## src/rtl/mxn_pkg.sv

```systemverilog
// Shared definitions for the mux family: mode encodings, default sizes and
// a select-width helper.
package mxn_pkg;

    typedef enum logic {
        MODE_DIRECT = 1'b0,
        MODE_SCAN   = 1'b1
    } mode_e;

    localparam int unsigned DEFAULT_WIDTH = 32;
    localparam int unsigned DEFAULT_NCH   = 8;

    // Pointer width able to address n channels (at least one bit).
    function automatic int unsigned sel_width(input int unsigned n);
        return (n <= 2) ? 1 : $clog2(n);
    endfunction

    localparam int unsigned DEFAULT_SELW = sel_width(DEFAULT_NCH);

endpackage

```

## src/rtl/mxn_tree.sv

```systemverilog
// Combinational NCH:1 selector built as a log2-depth tree of 2:1 stages.
// Leaves beyond NCH are tied to zero, so an out-of-range select yields 0.
module mxn_tree
    import mxn_pkg::*;
#(
    parameter int unsigned WIDTH = DEFAULT_WIDTH,
    parameter int unsigned NCH   = DEFAULT_NCH,
    parameter int unsigned SELW  = DEFAULT_SELW
) (
    input  logic [NCH*WIDTH-1:0] d_i,
    input  logic [SELW-1:0]      sel_i,
    output logic [WIDTH-1:0]     y_o
);

    localparam int unsigned LEAVES = 2**SELW;

    // Heap-ordered nodes: root at 1, children of n at 2n and 2n+1, leaves at LEAVES+k.
    logic [WIDTH-1:0] node [1:2*LEAVES-1];

    for (genvar i = 0; i < LEAVES; i++) begin : g_leaf
        if (i < NCH) begin : g_chan
            assign node[LEAVES+i] = d_i[i*WIDTH +: WIDTH];
        end else begin : g_pad
            assign node[LEAVES+i] = '0;
        end
    end

    // Level l decides on select bit SELW-1-l, so the root consumes the MSB.
    for (genvar l = 0; l < SELW; l++) begin : g_lvl
        for (genvar j = 0; j < (2**l); j++) begin : g_node
            assign node[(2**l)+j] = sel_i[SELW-1-l] ? node[2*((2**l)+j)+1]
                                                    : node[2*((2**l)+j)];
        end
    end

    assign y_o = node[1];

endmodule

```

## src/rtl/mxn_pipe.sv

```systemverilog
// Registered channel selector with valid/ready handshake, supporting direct
// select or an auto-incrementing scan pointer.
module mxn_pipe
    import mxn_pkg::*;
#(
    parameter int unsigned WIDTH = DEFAULT_WIDTH,
    parameter int unsigned NCH   = DEFAULT_NCH,
    parameter int unsigned SELW  = DEFAULT_SELW
) (
    input  logic                 clk,
    input  logic                 reset,
    input  logic [NCH*WIDTH-1:0] d,
    input  logic [SELW-1:0]      sel,
    input  logic                 mode,
    input  logic                 scan_clr,
    input  logic                 in_valid,
    output logic                 in_ready,
    output logic [WIDTH-1:0]     y,
    output logic [SELW-1:0]      y_ch,
    output logic                 out_valid,
    input  logic                 out_ready
);

    localparam logic [SELW-1:0] LAST_CH = SELW'(NCH - 1);

    logic [WIDTH-1:0] y_q,        y_d;
    logic [SELW-1:0]  y_ch_q,     y_ch_d;
    logic             out_valid_q, out_valid_d;
    logic [SELW-1:0]  scan_ptr_q, scan_ptr_d;

    logic             accept_c;
    logic [SELW-1:0]  ch_c;
    logic [WIDTH-1:0] tree_y_c;

    assign in_ready = !out_valid_q || out_ready;
    assign accept_c = in_valid && in_ready;
    assign ch_c     = (mode_e'(mode) == MODE_SCAN) ? scan_ptr_q : sel;

    mxn_tree #(
        .WIDTH (WIDTH),
        .NCH   (NCH),
        .SELW  (SELW)
    ) u_tree (
        .d_i   (d),
        .sel_i (ch_c),
        .y_o   (tree_y_c)
    );

    // Output stage: load on accept, drop valid on a consume-only edge.
    always_comb begin
        y_d         = y_q;
        y_ch_d      = y_ch_q;
        out_valid_d = out_valid_q;
        if (accept_c) begin
            y_d         = tree_y_c;
            y_ch_d      = ch_c;
            out_valid_d = 1'b1;
        end else if (out_ready) begin
            out_valid_d = 1'b0;
        end
    end

    // Scan pointer: clear has priority over the post-accept increment.
    always_comb begin
        scan_ptr_d = scan_ptr_q;
        if (scan_clr) begin
            scan_ptr_d = '0;
        end else if (accept_c && (mode_e'(mode) == MODE_SCAN)) begin
            scan_ptr_d = (scan_ptr_q == LAST_CH) ? '0 : scan_ptr_q + SELW'(1);
        end
    end

    always_ff @(posedge clk or posedge reset) begin
        if (reset) begin
            y_q         <= '0;
            y_ch_q      <= '0;
            out_valid_q <= 1'b0;
            scan_ptr_q  <= '0;
        end else begin
            y_q         <= y_d;
            y_ch_q      <= y_ch_d;
            out_valid_q <= out_valid_d;
            scan_ptr_q  <= scan_ptr_d;
        end
    end

    assign y         = y_q;
    assign y_ch      = y_ch_q;
    assign out_valid = out_valid_q;

endmodule

```

## config.mk

```make
export PLATFORM = sky130hd
export DESIGN_NAME = mxn_pipe
export DESIGN_NICKNAME = d
export VERILOG_FILES = /design/src/rtl/mxn_pkg.sv /design/src/rtl/mxn_tree.sv /design/src/rtl/mxn_pipe.sv
export SDC_FILE = /design/constraint.sdc
export NUM_CORES = 1
export LEC_CHECK = 0
export CAP_MARGIN = 20
export CORE_AREA = 2 2 119 121
export CTS_BUF_LIST = sky130_fd_sc_hd__clkbuf_16
export CTS_CLUSTER_SIZE = 28
export DETAILED_ROUTE_END_ITERATION = 16
export DIE_AREA = 0 0 121 123
export GPL_ROUTABILITY_DRIVEN = 0
export PLACE_DENSITY_LB_ADDON = 0.08
export SYNTH_ARGS = -nofsm -noshare
export SYNTH_HDL_FRONTEND = slang
export SYNTH_SLANG_ARGS = --single-unit
```

## constraint.sdc

```tcl
create_clock -name clk -period 1.55 [get_ports clk]
set_input_delay 0.3875 -clock clk [delete_from_list [all_inputs] [get_ports clk]]
set_output_delay 0.3875 -clock clk [all_outputs]
set_load 0.02 [all_outputs]
```

==> reports/metrics.cfg <==
[timing]
max_freq_ghz=0.562
relSlewSlack=0.728
layout_worst_path_cycle_share=1.15
timing_hold_violations_final=0
rsz0062_at_grt=yes
final-max-slew-violation-count=0
tightest_slew_ps=407
hold_slack_ps=451
setup_viol=32
fin_ws_ps=-229
clock_skew_ps=2.29
min_period_ps=1780

[status]
violations=setup timing
status=finished, violations left

[finish]
mostFrequentLayoutCell=clkdlybuf4s50_1
fin_cells=837
area_growth_pct=112
final_nets=925
final_util=0.552
seqCellArea_um2=976
fillers=1214
n_antenna_cell=0
final_cell_mix=261 x clkdlybuf4s50_1, 156 x mux2i_1, 39 x dfrtp_1
multi_input_area_mm2=0.00243
layout-drive-gt1-share=0.128

[drt]
wl_per_cell_um=19.2
drc=0
wl_met3_um=1070
viasPerCell=4.86
firstDrtPassIters=4
drt_iter0_drc=147
drt-met1-wl_um=6170
drt_wl_total_um=16100
vias=4066
top_layer_used=met4
met2WireLength_um=8660
ant_nets=0

[synthesis]
netlist_area_mm2=0.00355
yosysWarningCount=0
synth_seq_area_share=0.275
yosysUniqueCellTypes=23
syn_inst=323
synth_edf_count=0
avgSynthCellArea_um2=11.0
ys_ff_latch=39
synth_ff_type=dfrtp_1
async_flop_share=1.00
syn-num-nets=590

[power]
power.switching_uw=1430
cellInternalPower_uw=3160
p_seq_frac=0.284
peakVddDrop_mv=0.358
p_comb_frac=0.505
clkPwrFrac=0.211
leakage_uw=0.00375
p_sw_frac=0.311
power_density_mw_per_mm2=609

[clock_tree]
cts_root_buf=clkbuf_16
htreeDepth=2
clk_pin_slew_ps=60
clk_latency_ps=280
cts_buffers=5
cts_hold_buf=0
clkSinkCount=39
max-clock-path-buffers=2
cts_tree=built

[die]
start_util=0.261
die_height_um=123
rows=43
fp.dieArea_mm2=0.0149
core_mm2=0.0136
die_w_um=121
ioPinCount=302

[global_routing]
antenna_found_initial=0
grt_first_pass_wirelength_um=23400
grt_pass1_vias=4421
grt_start_max_net_pins=28
track_usage=0.205
grt-ovfl-total=0

[worst_setup_path]
critPathArrivalTime_ps=1940
critPathKind=reg -> reg
end_kind=flip-flop
critical_path.top_delay_family=buffers and inverters
critPathRequiredTime_ps=1710
crit_chain=mux2i_4 -> buf_6 -> bufbuf_16 -> buf_4 -> mux2i_1 -> o22ai_1 -> a221o_1
path_buf_inv=3
cpMaxStageDelayCell=dfrtp_1
cp-start-kind=flip-flop
path_max_fanout=5
crit_path_max_incr_delay_ps=410

[flow_run]
max_cap_violations=0

[place]
port_buffers=301
dpl.cell_count=819
post-dp-hpwl_um=12500

[worst_hold_path]
min_path_type=in -> async

area by class of cell:
type | count | share of cell area
sequential | 39 | 0.130
clock buffer | 5 | 0.0166
multi-input combinational | 252 | 0.323
inverter | 1 | 0.000499
tap | 180 | 0.0300
clock inverter | 1 | 0.000499
timing repair buffer | 359 | 0.499
power groups by stage:
stage,combinational (µW),sequential (µW),clock [µW]
2_1_floorplan,781,1530,0
3_3_place_gp,2330,1320,0
3_5_place_dp,2340,1320,0
4_1_cts,2320,1300,1000
5_1_grt,2450,1330,1050
6_report,2310,1300,969
sequential cells by signal, indices dropped and copies added (netlist names):
signal / cells
scan_ptr_q: 3
out_valid: 1
y_ch: 3
y: 32
worst min-delay path, delay by kind of cell:
kind | cells | cell delay [ps]
buffers and inverters | 3 | 710
repair_timing:
| item | in CTS | in global routing |
|---|---|---|
| setup endpoints to repair | 72 | 34 |
| cloned | 5 | 1 |
| setup buffers | 5 | 1 |
| gates resized for setup | 64 | 11 |
synth_stat cells, types with 2 or more instances:
cell type,number,area share
dfrtp_1,39,0.28
buf_2,6,0.0085
nand4_1,2,0.0035
mux2i_1,163,0.46
nor2_1,4,0.0042
nand2_1,4,0.0042
mux2i_2,2,0.0078
nand2b_1,2,0.0035
a221o_1,32,0.090
o21ai_0,2,0.0028
mux2_2,2,0.0064
ha_1,2,0.0071
buf_6,9,0.029
clkbuf_1,6,0.0064
buf_4,9,0.019
o22ai_1,32,0.056
path summary, 6_finish.rpt:
| check | startpoint | to | slack, ps | cells after the start |
|---|---|---|---|---|
| max | scan_ptr_q[1] | y[22] | -230 | 7 |
| min | reset | y[6] | 450 | 3 |
| max reg2reg | scan_ptr_q[1] | y[22] | -230 | 7 |
| min reg2reg | y_ch[1] | y_ch[1] | 490 | 2 |
| max in group asynchronous | reset | y[17] | 770 | 3 |
| min in group clk | y_ch[1] | y_ch[1] | 490 | 2 |
layer usage:
layer  global-route usage  vias to the layer above
li1                     -                     1965
met1                0.228                     1919
met2                0.406                      170
met3               0.0387                       12
met4               0.0334                        0
met5                    0                        -
logic make-up (layout without fill, tap and decap cells):
logic type	after synthesis	after routing	synth area share
buffers and inverters	32	366	0.0646
adder cells (fa/ha/maj)	2	2	0.00706
AO/OA/AOI/OAI	67	67	0.151
multiplexers	167	167	0.474
AND/OR/NAND/NOR	16	16	0.0279
flip-flops	39	39	0.275
per-stage QoR:
step | total power, µW | cell area [µm²] | setup TNS [ps] | worst slack, ps
CTS | 4620 | 7470 | -6160 | -234
finish | 4580 | 7520 | -5440 | -229
global route | 4830 | 7520 | -8170 | -306
detailed placement | 3660 | 7140 | -28020 | -981
floorplan | 2310 | 3610 | -5830 | -186
global placement | 3640 | 7140 | -26810 | -963
(Power assumes the default switching activity.)
